## src/rtl/icache.sv

```systemverilog
// icache -- direct-mapped, read-only instruction cache.
//
// Hits are answered combinationally in the same cycle as pc_i. A miss raises
// stall_o and runs a single-line refill through a req/ready handshake. The
// refill is tied to the address latched on the miss, so a redirect of pc_i
// during the refill does not cancel it. The new PC is looked up again in
// FILL.
//
// Parameters:
//   LINES   number of lines (power of two, >= 2)
//   LINE_W  line width in bits (four 32-bit words)
//   ADDR_W  address width
//
// Ports:
//   clk_i        clock, rising edge
//   rst_i        synchronous active-high reset
//   pc_i         fetch address (bits [1:0] ignored)
//   flush_i      invalidate all lines
//   instr_o      instruction word at pc_i, valid when stall_o = 0
//   stall_o      miss or refill in progress
//   mem_req_o    refill request, held until mem_ready_i
//   mem_addr_o   line-aligned refill address
//   mem_ready_i  one-cycle pulse carrying the refill line
//   mem_data_i   refill line, word 0 in bits [31:0]
//
// Optional feature (macro ICACHE_PERF_CNT_EN):
//   hit_cnt_o    saturating count of IDLE/FILL cycles that hit
//   miss_cnt_o   saturating count of IDLE-to-REQ transitions
module icache #(
  parameter int LINES  = 4,
  parameter int LINE_W = 128,
  parameter int ADDR_W = 32
) (
  input  logic              clk_i,
  input  logic              rst_i,
  input  logic [ADDR_W-1:0] pc_i,
  input  logic              flush_i,
  output logic [31:0]       instr_o,
  output logic              stall_o,
  output logic              mem_req_o,
  output logic [ADDR_W-1:0] mem_addr_o,
  input  logic              mem_ready_i,
  input  logic [LINE_W-1:0] mem_data_i
`ifdef ICACHE_PERF_CNT_EN
  ,
  output logic [31:0]       hit_cnt_o,
  output logic [31:0]       miss_cnt_o
`endif
);

  localparam int IDX_W = $clog2(LINES);
  localparam int TAG_W = ADDR_W - 4 - IDX_W;

  typedef enum logic [1:0] {
    IDLE = 2'd0,
    REQ  = 2'd1,
    FILL = 2'd2
  } state_t;

  state_t            state_reg, state_next;
  logic [ADDR_W-1:0] addr_reg, addr_next;
  logic              stale_reg, stale_next;
  logic [LINES-1:0]  valid_reg;

  // Tag and data storage are not reset; only the valid bits are.
  logic [TAG_W-1:0]  tag_mem  [LINES];
  logic [LINE_W-1:0] data_mem [LINES];

  logic [IDX_W-1:0]  pc_idx;
  logic [TAG_W-1:0]  pc_tag;
  logic [1:0]        pc_word;
  logic [LINE_W-1:0] line_rd;
  logic              hit;

  logic              fill_we;
  logic              fill_valid;
  logic [IDX_W-1:0]  fill_idx;
  logic [TAG_W-1:0]  fill_tag;

  // The byte offset within a word never affects the lookup.
  logic              unused_pc_bits;
  assign unused_pc_bits = ^pc_i[1:0];

  assign pc_idx  = pc_i[IDX_W+3:4];
  assign pc_tag  = pc_i[ADDR_W-1:IDX_W+4];
  assign pc_word = pc_i[3:2];
  assign line_rd = data_mem[pc_idx];
  assign hit     = valid_reg[pc_idx] && (tag_mem[pc_idx] == pc_tag);
  assign instr_o = line_rd[{pc_word, 5'b00000} +: 32];

  assign fill_idx   = addr_reg[IDX_W+3:4];
  assign fill_tag   = addr_reg[ADDR_W-1:IDX_W+4];
  // A flush seen at any point of the refill, including the data cycle,
  // leaves the refilled line invalid.
  assign fill_valid = !stale_reg && !flush_i;
  assign mem_addr_o = addr_reg;

  always_comb begin
    state_next = state_reg;
    addr_next  = addr_reg;
    stale_next = stale_reg;
    stall_o    = 1'b1;
    mem_req_o  = 1'b0;
    fill_we    = 1'b0;
    case (state_reg)
      IDLE: begin
        stall_o = !hit;
        if (!hit) begin
          addr_next  = {pc_i[ADDR_W-1:4], 4'b0000};
          state_next = REQ;
        end
      end
      REQ: begin
        mem_req_o = 1'b1;
        if (flush_i) begin
          stale_next = 1'b1;
        end
        if (mem_ready_i) begin
          fill_we    = !rst_i;
          stale_next = 1'b0;
          state_next = FILL;
        end
      end
      FILL: begin
        stall_o    = !hit;
        state_next = IDLE;
      end
      default: begin
        state_next = IDLE;
      end
    endcase
  end

  always_ff @(posedge clk_i) begin
    if (rst_i) begin
      state_reg <= IDLE;
      addr_reg  <= '0;
      stale_reg <= 1'b0;
      valid_reg <= '0;
    end else begin
      state_reg <= state_next;
      addr_reg  <= addr_next;
      stale_reg <= stale_next;
      if (flush_i) begin
        valid_reg <= '0;
      end
      // Placed after the flush clear so the filled line's bit is decided
      // only by fill_valid, which already accounts for flush_i.
      if (fill_we) begin
        valid_reg[fill_idx] <= fill_valid;
      end
    end
  end

  always_ff @(posedge clk_i) begin
    if (fill_we) begin
      tag_mem[fill_idx]  <= fill_tag;
      data_mem[fill_idx] <= mem_data_i;
    end
  end

`ifdef ICACHE_PERF_CNT_EN
  logic [31:0] hit_cnt_reg;
  logic [31:0] miss_cnt_reg;
  logic        hit_evt;
  logic        miss_evt;

  assign hit_evt  = ((state_reg == IDLE) || (state_reg == FILL)) && hit;
  assign miss_evt = (state_reg == IDLE) && !hit;

  always_ff @(posedge clk_i) begin
    if (rst_i) begin
      hit_cnt_reg  <= '0;
      miss_cnt_reg <= '0;
    end else begin
      if (hit_evt && (hit_cnt_reg != 32'hFFFF_FFFF)) begin
        hit_cnt_reg <= hit_cnt_reg + 32'd1;
      end
      if (miss_evt && (miss_cnt_reg != 32'hFFFF_FFFF)) begin
        miss_cnt_reg <= miss_cnt_reg + 32'd1;
      end
    end
  end

  assign hit_cnt_o  = hit_cnt_reg;
  assign miss_cnt_o = miss_cnt_reg;
`endif

endmodule

```

## config.mk

```make
export PLATFORM = sky130hd
export DESIGN_NAME = icache
export DESIGN_NICKNAME = d
export VERILOG_FILES = /design/src/rtl/icache.sv
export SDC_FILE = /design/constraint.sdc
export NUM_CORES = 1
export LEC_CHECK = 0
export CAP_MARGIN = 20
export CELL_PAD_IN_SITES_DETAIL_PLACEMENT = 0
export CELL_PAD_IN_SITES_GLOBAL_PLACEMENT = 1
export CORE_MARGIN = 4
export CORE_UTILIZATION = 56
export CTS_BUF_LIST = sky130_fd_sc_hd__clkbuf_8
export DETAILED_ROUTE_END_ITERATION = 10
export GPL_TIMING_DRIVEN = 0
export PLACE_DENSITY = 0.85
export SLEW_MARGIN = 20
export SYNTH_ARGS = -nofsm -noshare
export SYNTH_HDL_FRONTEND = slang
export SYNTH_SLANG_ARGS = --single-unit
```

## constraint.sdc

```tcl
create_clock -name clk_i -period 23.4 [get_ports clk_i]
set_input_delay 3.51 -clock clk_i [delete_from_list [all_inputs] [get_ports clk_i]]
set_output_delay 3.51 -clock clk_i [all_outputs]
set_load 0.05 [all_outputs]
```

==> impl_results.md, run 1 <==
* Cell Chain, Critical Path: clkdlybuf4s50_1 > buf_2 > buf_2 > buf_1 > clkbuf_1 > mux4_2 > mux4_2 > clkdlybuf4s50_1
* Worst-margin pin slew at 0.984 ns
* Mapped Cells at 1,065
* Fin util at 70.0%
* Post-synth EDFFs at 616
* Worst Skew at 0.0243 ns
* #FFs+latches synth at 651
* Antenna Nets Post-Route at 0
* Reg clk slew, reported paths at 0.06 ns
* Mean Syn Cell Area at 23.3 um^2
* Setup repair bufs after CTS at 0
* Synth top area cells: edfxtp_1 (74%), mux4_2 (16%), dfxtp_1 (2.8%), mux2i_1 (1.9%), nand2b_1 (1.4%)
* First-pass GRT wire length at 79.6 mm
* Post-synth top area share at 74.4%
* Synth Flop Type: edfxtp_1
* RR Endpoint: data_mem[2][35]$_DFFE_PP_
* Htree depth at 3
* Critical path endpoint category: output port
* Final non-filler cell total at 2,121
* Period utilization at 48.2%
* Worst path depth at 8
* Setup_tns at 0 ns
* IO Port Bufs at 219
* Filler cell count at 2,741
* Area growth syn-to-layout at 22.4%
* Max Fclk at 88.6 MHz
* Cell count after placement at 1,929
* Residual DRC count at 0
* PwrDens at 78.6 nW/um^2
* GR Overflow Total at 0
* Via count at 12,200
* Vias in the first global route at 13,000
* Data required, critical path at 19.89 ns
* Core area at 43,500 um^2
* Critical-path maximum fanout at 10
* Number of core rows at 76
* Share of the yosys chip area belonging to registers at 77.2%
* Slew HR at 34.4%
* Final slew viol count at 0
* RSZ-0062 raised after global routing: false
* Pre-CTS setup slack at 12.05 ns
* Final WS setup at 12.12 ns
* GRT Overall Usage at 22.7%
* R2R cell count at 11
* Initial antenna violation count at 15
* CTS max path bufs at 3
* CTS Sinks at 651
* Worst setup path start: pc_i[5]
* Start-to-end type of the worst setup path: in -> out
* Arr. time, crit path at 7.77 ns
* TritonCTS clock tree: yes
* Clock Latency Late Sink at 0.66 ns
* Ys Warns at 0
* Pre-Repair DR Iteration Count at 8
* Most numerous cell in the Yosys netlist: edfxtp_1
* Worst setup SP type: input pin
* Largest incremental delay on the critical path at 0.77 ns
* Io pins at 230
* Worst VDD drop at 58.0 uV
* Post-Route WL at 53.2 mm
* Max FFs per register at 512
* Netlist cell types at 36
* Hold WC Path Type: reg -> reg
* Reg2reg start: state_reg[0]$_SDFFE_PP0P_
* Buf+Inv Stages, Crit Path at 6
* Synthesized area at 24,900 um^2
* Final hold violations at 0
* # setup viols final at 0
* Asr flop ratio synth at 0%
* Wire per inst at 25.1 um
* Post-cts resize count at 0
* DIE AREA at 47,800 um^2
* Cts bufs inserted at 103
* Cell leakage power at 10.0 nW
* Crit path max-delay cell type: clkdlybuf4s50_1
* Clock root cell: clkbuf_8
* Post-CTS Hold Buffers at 0
* CP top delay family: buffers and inverters
* Largest area contributor in the netlist: edfxtp_1
* Minimum clock period at 11.28 ns
* Max Cap Viol at 0
* Crit path to: instr_o[24]
* Die H at 219 um
* Final nets at 1,614
* Layout cells sized above 1 at 26.0%
* Most flops, register: data_mem
* Die width at 219 um
* Starting density of the core at 57.2%
* Dpl hpwl at 36.4 mm
* FF-to-FF setup slack at 20.08 ns
* Largest net degree at the start of global routing at 48
* Via density per instance at 5.77
* Gpl congestion at 0.757
* Post-synth top cells: edfxtp_1 (616), mux4_2 (178), nand2b_1 (57), mux2i_1 (48), dfxtp_1 (35)
* Drt initial violations at 1,089
* Status: complete, no violations
-- per-layer routing --
layer	vias to the layer above	wire length (um)	track usage (%)
met5	-	103	0
met4	18	1260	7.25
met3	101	4290	6.48
met2	493	27000	36.9
met1	6335	20600	30.3
li1	5288	-	-
-- layout make-up --
type,count,area (um^2),share of cell area [%]
Antenna cell,6,15.0,0.0493
Buffer,57,279,0.917
Clock buffer,109,1500,4.93
Clock inverter,76,408,1.34
Inverter,3,11.3,0.0370
Multi-Input combinational cell,357,5410,17.8
Sequential cell,651,19200,63.1
Tap cell,585,732,2.41
Timing Repair Buffer,277,2870,9.45
-- cell usage in the layout, fill, tap and decap left out, types with 3 or more instances in the layout --
| cell | count |
|---|---|
| buf_16 | 9 |
| buf_2 | 17 |
| inv_1 | 42 |
| clkbuf_1 | 25 |
| nand2_1 | 4 |
| buf_1 | 4 |
| clkinv_1 | 18 |
| buf_6 | 11 |
| buf_4 | 44 |
| dfxtp_1 | 35 |
| xor2_1 | 9 |
| nand4_1 | 6 |
| clkinvlp_4 | 3 |
| clkbuf_8 | 109 |
| mux2i_1 | 48 |
| conb_1 | 4 |
| xnor2_1 | 24 |
| bufinv_16 | 3 |
| clkinv_2 | 10 |
| mux4_2 | 178 |
| nor3_1 | 4 |
| clkdlybuf4s50_1 | 219 |
| edfxtp_1 | 616 |
| diode_2 | 6 |
| nand2b_1 | 57 |
-- power by group --
group	leakage, nW	switching, mW	internal [mW]
sequential	5.86	0.00949	1.30
combinational	3.03	0.112	0.0934
clock	1.12	0.418	0.463
-- cells by family (layout without fill, tap and decap cells) --
logic type / Yosys count / after routing / synth area share, %
AO/OA/AOI/OAI: 10 / 10 / 0.312
buffers and inverters: 60 / 522 / 1.16
AND/OR/NAND/NOR: 84 / 84 / 2.08
XOR/XNOR: 33 / 33 / 1.16
other: 1 / 10 / 0.0151
multiplexers: 226 / 226 / 18.1
flip-flops: 651 / 651 / 77.2
-- through the flow --
stage | hold WS (ns) | power, mW | area (um^2)
final | 0.515 | 2.39 | 30400
after global placement | 0.499 | 1.53 | 27800
after detailed placement | 0.517 | 1.54 | 28500
after floorplan | 0.494 | 1.45 | 24900
after CTS | 0.506 | 2.42 | 30400
after global routing | 0.524 | 2.49 | 30400
-- worst min path at each step --
stage | cells after the start | startpoint | endpoint
after detailed placement | 0 | mem_addr_o[20]$_SDFFE_PP0P_ | tag_mem[0][14]$_DFFE_PP_
after global routing | 0 | mem_addr_o[28]$_SDFFE_PP0P_ | tag_mem[0][22]$_DFFE_PP_
final | 0 | mem_addr_o[27]$_SDFFE_PP0P_ | tag_mem[1][21]$_DFFE_PP_
after CTS | 0 | mem_addr_o[27]$_SDFFE_PP0P_ | tag_mem[1][21]$_DFFE_PP_
after global placement | 0 | mem_addr_o[17]$_SDFFE_PP0P_ | tag_mem[1][11]$_DFFE_PP_
after floorplan | 2 | stale_reg$_SDFFE_PP0P_ | stale_reg$_SDFFE_PP0P_
Note: power is estimated with default switching activity, not from simulation.
==> run 2, diff against run 1 <==
Settings changed: CORE_UTILIZATION 56 to 52, PLACE_DENSITY 0.85 to 0.79.
Clock period 23.4 ns to 11 ns, I/O delays scaled along.
==> impl_results.md, run 2 (synthesis results as in run 1) <==
* Clock Latency Late Sink at 0.65 ns (about the same)
* Residual DRC count at 0 (unchanged)
* TritonCTS clock tree: yes
* Via count at 12,000 (-1.9%)
* Largest net degree at the start of global routing at 43 (-10%)
* Worst setup path start: pc_i[5]
* Arr. time, crit path at 6.06 ns (-1.71 ns)
* GR Overflow Total at 0 (unchanged)
* Max Fclk at 130 MHz
* Status: complete, no violations
* Dpl hpwl at 35.8 mm (-1.8%)
* Total Power at 5.03 mW (+110%)
* CTS max path bufs at 3 (unchanged)
* Post-cts resize count at 0 (unchanged)
* FF-to-FF setup slack at 7.93 ns (-12.15 ns)
* Crit path max-delay cell type: clkdlybuf4s50_1
* Area growth syn-to-layout at 22.2%
* RSZ-0062 raised after global routing: false
* Setup repair bufs after CTS at 0 (unchanged)
* Vias in the first global route at 12,700 (-1.8%)
* Via density per instance at 5.67 (-1.8%)
* Htree depth at 3 (unchanged)
* Die width at 227 um (+3.6%)
* Filler cell count at 3,151 (+15%)
* # setup viols final at 0 (unchanged)
* Wire per inst at 25.1 um (+0.12%)
* Post-Route WL at 53.2 mm (about the same)
* Most frequent cells in the layout: edfxtp_1 (616), clkdlybuf4s50_1 (219), mux4_2 (178)
* Max Cap Viol at 0 (unchanged)
* Final hold violations at 0 (unchanged)
* FF+latch area at 19,200 um^2 (unchanged)
* IO Port Bufs at 219 (unchanged)
* R2R cell count at 9 (-2)
* Critical path endpoint category: output port
* Worst setup SP type: input pin
* Slew HR at 39.3% (+4.9 points)
* CTS Sinks at 651 (unchanged)
* Data required, critical path at 9.35 ns (-10.54 ns)
* DIE AREA at 51,400 um^2 (+7.4%)
* Period utilization at 70.1%
* Post-CTS Hold Buffers at 0 (unchanged)
* Most common cell after layout, fill and taps aside: edfxtp_1
* Hold endpoint: tag_mem[0][0]$_DFFE_PP_
* PwrDens at 166 nW/um^2 (+110%)
* First-pass GRT wire length at 79.4 mm (-0.25%)
* Worst Skew at 0.0205 ns (-0.00386 ns)
* Cell Chain, Critical Path: clkdlybuf4s50_1 > buf_2 > buf_2 > buf_1 > clkbuf_1 > mux4_2 > mux4_2 > clkdlybuf4s50_1
* Gpl congestion at 0.748 (-1.2%)
* Cts bufs inserted at 100 (-2.9%)
* Start-to-end type of the worst setup path: in -> out
* Core area at 47,000 um^2 (+8.0%)
* Clock root cell: clkbuf_8
* Most flops, register: data_mem
* RR Endpoint: data_mem[0][4]$_DFFE_PP_
* Number of core rows at 79 (+3.9%)
* Worst VDD drop at 109 uV (+88%)
* Hold WC Path Type: reg -> reg
* Worst-margin pin slew at 0.910 ns (-0.0740 ns)
* Starting density of the core at 53.0% (-4.3 points)
* Reg clk slew, reported paths at 0.06 ns (about the same)
* Layout cells sized above 1 at 24.8% (-1.2 points)
* Cell count after placement at 1,934 (+0.26%)
* Antenna Nets Post-Route at 0 (unchanged)
* Initial antenna violation count at 11 (-4)
* Minimum clock period at 7.71 ns
* Io pins at 230 (unchanged)
* Final nets at 1,593 (-1.3%)
* Die H at 227 um (+3.6%)
* Max FFs per register at 512 (unchanged)
* Pre-Repair DR Iteration Count at 5 (-3)
* Hold path startpoint: mem_addr_o[6]$_SDFFE_PP0P_
* Reg2reg start: state_reg[0]$_SDFFE_PP0P_
* Final slew viol count at 0 (unchanged)
* Drt initial violations at 794 (-27%)
* Critical-path maximum fanout at 10 (unchanged)
* Final non-filler cell total at 2,118 (-0.14%)
* GRT Overall Usage at 21.1% (-1.6 points)
* Largest incremental delay on the critical path at 0.77 ns (about the same)
* Hold Path Stages at 0 (unchanged)
* Cell leakage power at 9.92 nW (-0.86%)
* Multi-input gate area at 5420 um^2 (+0.23%)
-- run 2: power breakdown --
| group | total [mW] | switching, mW | internal (mW) |
|---|---|---|---|
| logic | 0.439 | 0.240 | 0.200 |
| clock network | 1.82 | 0.872 | 0.947 |
| registers | 2.78 | 0.0208 | 2.76 |
-- run 2: critical path: cells and delay by family --
kind / cells / cell delay (ns)
muxes: 2 / 0.94
buffers and inverters: 6 / 3.46
-- run 2: final cells by class --
cell class	count	share of cell area (%)
flip-flops and latches	651	63.2
multi-input cells	357	17.8
repair buffers	259	9.47
clock buffers	112	5.07
well taps	607	2.50
clock inverters	67	0.943
plain buffers	57	0.926
diodes	5	0.0412
inverters	3	0.0371
-- run 2: worst max-delay path by stage --
stage / end / slack, ns / depth (start not counted)
after detailed placement: instr_o[23] / 3.24 / 8
after CTS: instr_o[23] / 3.23 / 8
final: instr_o[23] / 3.29 / 8
after global placement: valid_reg[1]$_SDFF_PP0_ / -4.58 / 7
after floorplan: valid_reg[1]$_SDFF_PP0_ / 1.54 / 7
after global routing: instr_o[23] / 3.12 / 8
-- run 2: layer usage --
layer / global-route usage, % / up-vias / share of wire [%]
li1: - / 5222 / -
met1: 28.3 / 6322 / 41
met2: 34.4 / 354 / 50
met3: 5.83 / 89 / 7.0
met4: 6.30 / 16 / 1.9
met5: 0 / - / 0.18
-- run 2: through the flow --
stage	utilization, %	hold slack [ns]	cell area, um^2	TNS, ns	worst slack, ns
3_5_place_dp	60.8	0.519	28500	0	3.24
2_1_floorplan	-	0.494	24900	0	1.54
5_1_grt	64.7	0.544	30400	0	3.12
3_3_place_gp	59.3	0.503	27800	-1594.53	-4.58
6_report	64.7	0.519	30400	0	3.29
4_1_cts	64.7	0.524	30400	0	3.23
==> run 3, diff against run 2 <==
Settings changed: CORE_UTILIZATION 52 to 47, PLACE_DENSITY 0.79 to 0.76.
Clock period 11 ns to 6.2 ns, I/O delays scaled along.
==> impl_results.md, run 3 (synthesis results as in run 1) <==
* Core area at 52,400 um^2 (+12%)
* Gpl congestion at 0.732 (-2.2%)
* Layout cells sized above 1 at 26.0% (+1.1 points)
* Final nets at 1,600 (+0.44%)
* Residual DRC count at 0 (unchanged)
* Total Power at 9.12 mW (+81%)
* Number of core rows at 84 (+6.3%)
* IO Port Bufs at 219 (unchanged)
* Critical path endpoint category: output port
* Worst Skew at 0.0415 ns (+0.0211 ns)
* Via count at 12,000 (+0.27%)
* Clock Latency Late Sink at 0.69 ns (+0.04 ns)
* Final WS setup at 0.183 ns (-3.11 ns)
* Worst-margin pin slew at 0.992 ns (+0.0822 ns)
* Critical-path maximum fanout at 10 (unchanged)
* Filler cell count at 3,817 (+21%)
* RSZ-0062 raised after global routing: false
* Setup repair bufs after CTS at 0 (unchanged)
* Antenna Nets Post-Route at 0 (unchanged)
* GRT Overall Usage at 19.4% (-1.7 points)
* Dpl hpwl at 36.3 mm (+1.5%)
* Start-to-end type of the worst setup path: in -> out
* Final non-filler cell total at 2,214 (+4.5%)
* Htree depth at 3 (unchanged)
* Largest net degree at the start of global routing at 38 (-12%)
* Worst setup SP type: input pin
* Max Fclk at 166 MHz
* Status: complete, no violations
* # setup viols final at 0 (unchanged)
* Cts bufs inserted at 104 (+4.0%)
* DIE AREA at 56,600 um^2 (+10%)
* Cell count after placement at 2,018 (+4.3%)
* Setup_tns at 0 ns (unchanged)
* Reg clk slew, reported paths at 0.06 ns (about the same)
* Pre-CTS setup slack at -0.204 ns (-3.44 ns)
* Cell leakage power at 10.0 nW (+1.1%)
* CTS max path bufs at 3 (unchanged)
* Clock root cell: clkbuf_8
* Area growth syn-to-layout at 23.4%
* Max Cap Viol at 0 (unchanged)
* GR Overflow Total at 0 (unchanged)
* Max FFs per register at 512 (unchanged)
* Final slew viol count at 0 (unchanged)
* Via density per instance at 5.44 (-4.1%)
* TritonCTS clock tree: yes
* Drt initial violations at 829 (+4.4%)
* R2R cell count at 8 (-1)
* Most common cell after layout, fill and taps aside: edfxtp_1
* Io pins at 230 (unchanged)
* Reg2reg start: state_reg[0]$_SDFFE_PP0P_
* Period utilization at 97.0%
* Arr. time, crit path at 5.09 ns (-0.97 ns)
* Worst VDD drop at 212 uV (+94%)
* Vias in the first global route at 12,700 (-0.071%)
* Minimum clock period at 6.02 ns
* Hold path startpoint: mem_addr_o[10]$_SDFFE_PP0P_
* PwrDens at 297 nW/um^2 (+79%)
* Pre-Repair DR Iteration Count at 5 (unchanged)
* Starting density of the core at 47.4% (-5.5 points)
* Data required, critical path at 5.27 ns (-4.08 ns)
* Initial antenna violation count at 9 (-2)
* Min Hold Slack at 0.523 ns (+0.00428 ns)
* Hold WC Path Type: reg -> reg
* Hold endpoint: tag_mem[3][4]$_DFFE_PP_
* First-pass GRT wire length at 81.4 mm (+2.5%)
* Hold Path Stages at 0 (unchanged)
* Final hold violations at 0 (unchanged)
* Most flops, register: data_mem
* Slew HR at 33.8% (-5.5 points)
* Die width at 238 um (+5.0%)
* Die H at 238 um (+5.0%)
* Post-Route WL at 54.5 mm (+2.3%)
* Post-CTS Hold Buffers at 0 (unchanged)
* FF-to-FF setup slack at 3.34 ns (-4.59 ns)
* Wire per inst at 24.6 um (-2.1%)
* CTS Sinks at 651 (unchanged)
* Most frequent cells in the layout: edfxtp_1 (616), clkdlybuf4s50_1 (219), mux4_2 (178)
* RR Endpoint: data_mem[2][102]$_DFFE_PP_
run 3: cell count changes in the layout (fill, tap and decap cells not counted), moves of 3 or more:
cell,change
clkbuf_8,+3
clkbuf_1,-7
clkbuf_2,+7
clkinv_1,+5
buf_8,+3
run 3: layout make-up:
type                            count  area, um^2  area share [%]
Tap cell                          688         861            2.80
Inverter                            3        11.3          0.0367
Sequential cell                   651       19200            62.6
Clock inverter                     77         378            1.23
Clock buffer                      115        1580            5.16
Buffer                             57         298           0.970
Multi-Input combinational cell    357        5420            17.7
Timing Repair Buffer              262        2930            9.55
Antenna cell                        4        10.0          0.0326
run 3: worst max-delay path by stage:
stage	slack, ns	endpoint	depth (start not counted)	start
6_report	0.18	instr_o[26]	8	pc_i[5]
5_1_grt	0.01	instr_o[26]	8	pc_i[5]
4_1_cts	0.04	instr_o[23]	8	pc_i[5]
3_5_place_dp	-0.20	instr_o[26]	8	pc_i[5]
3_3_place_gp	-3.50	valid_reg[2]$_SDFF_PP0_	5	mem_ready_i
2_1_floorplan	0.15	valid_reg[2]$_SDFF_PP0_	5	state_reg[0]$_SDFFE_PP0P_
run 3: where the power goes:
group | internal, mW | switching (mW)
Clock | 1.78 | 1.63
Sequential | 4.89 | 0.0374
Combinational | 0.357 | 0.426
Total | 7.03 | 2.09
run 3: worst max-delay path: stages:
cell	delay, ns
clkdlybuf4s50_1	0.51
buf_2	0.39
buf_2	0.41
buf_1	0.69
clkbuf_2	0.48
mux4_2	0.42
mux4_2	0.48
clkdlybuf4s50_1	0.75
run 3: what timing repair did:
action | 4_1_cts | 5_1_grt
gates cloned | 0 | 0
gates resized for setup | 5 | 13
pin swaps | 0 | 0
setup endpoints to repair | 12 | 27
run 3: metrics by stage:
stage               utilization [%]  area [um^2]
floorplan                         -        24900
global placement               53.3        28000
detailed placement             54.7        28700
CTS                            58.5        30700
global route                   58.5        30700
finish                         58.5        30700
run 3: routing by layer:
| layer | track usage, % | vias to the layer above | part of all wire (%) |
|---|---|---|---|
| li1 | - | 5249 | - |
| met1 | 26.0 | 6307 | 40 |
| met2 | 31.6 | 391 | 50 |
| met3 | 5.74 | 76 | 8.1 |
| met4 | 5.14 | 12 | 1.7 |
| met5 | 0 | - | 0.13 |
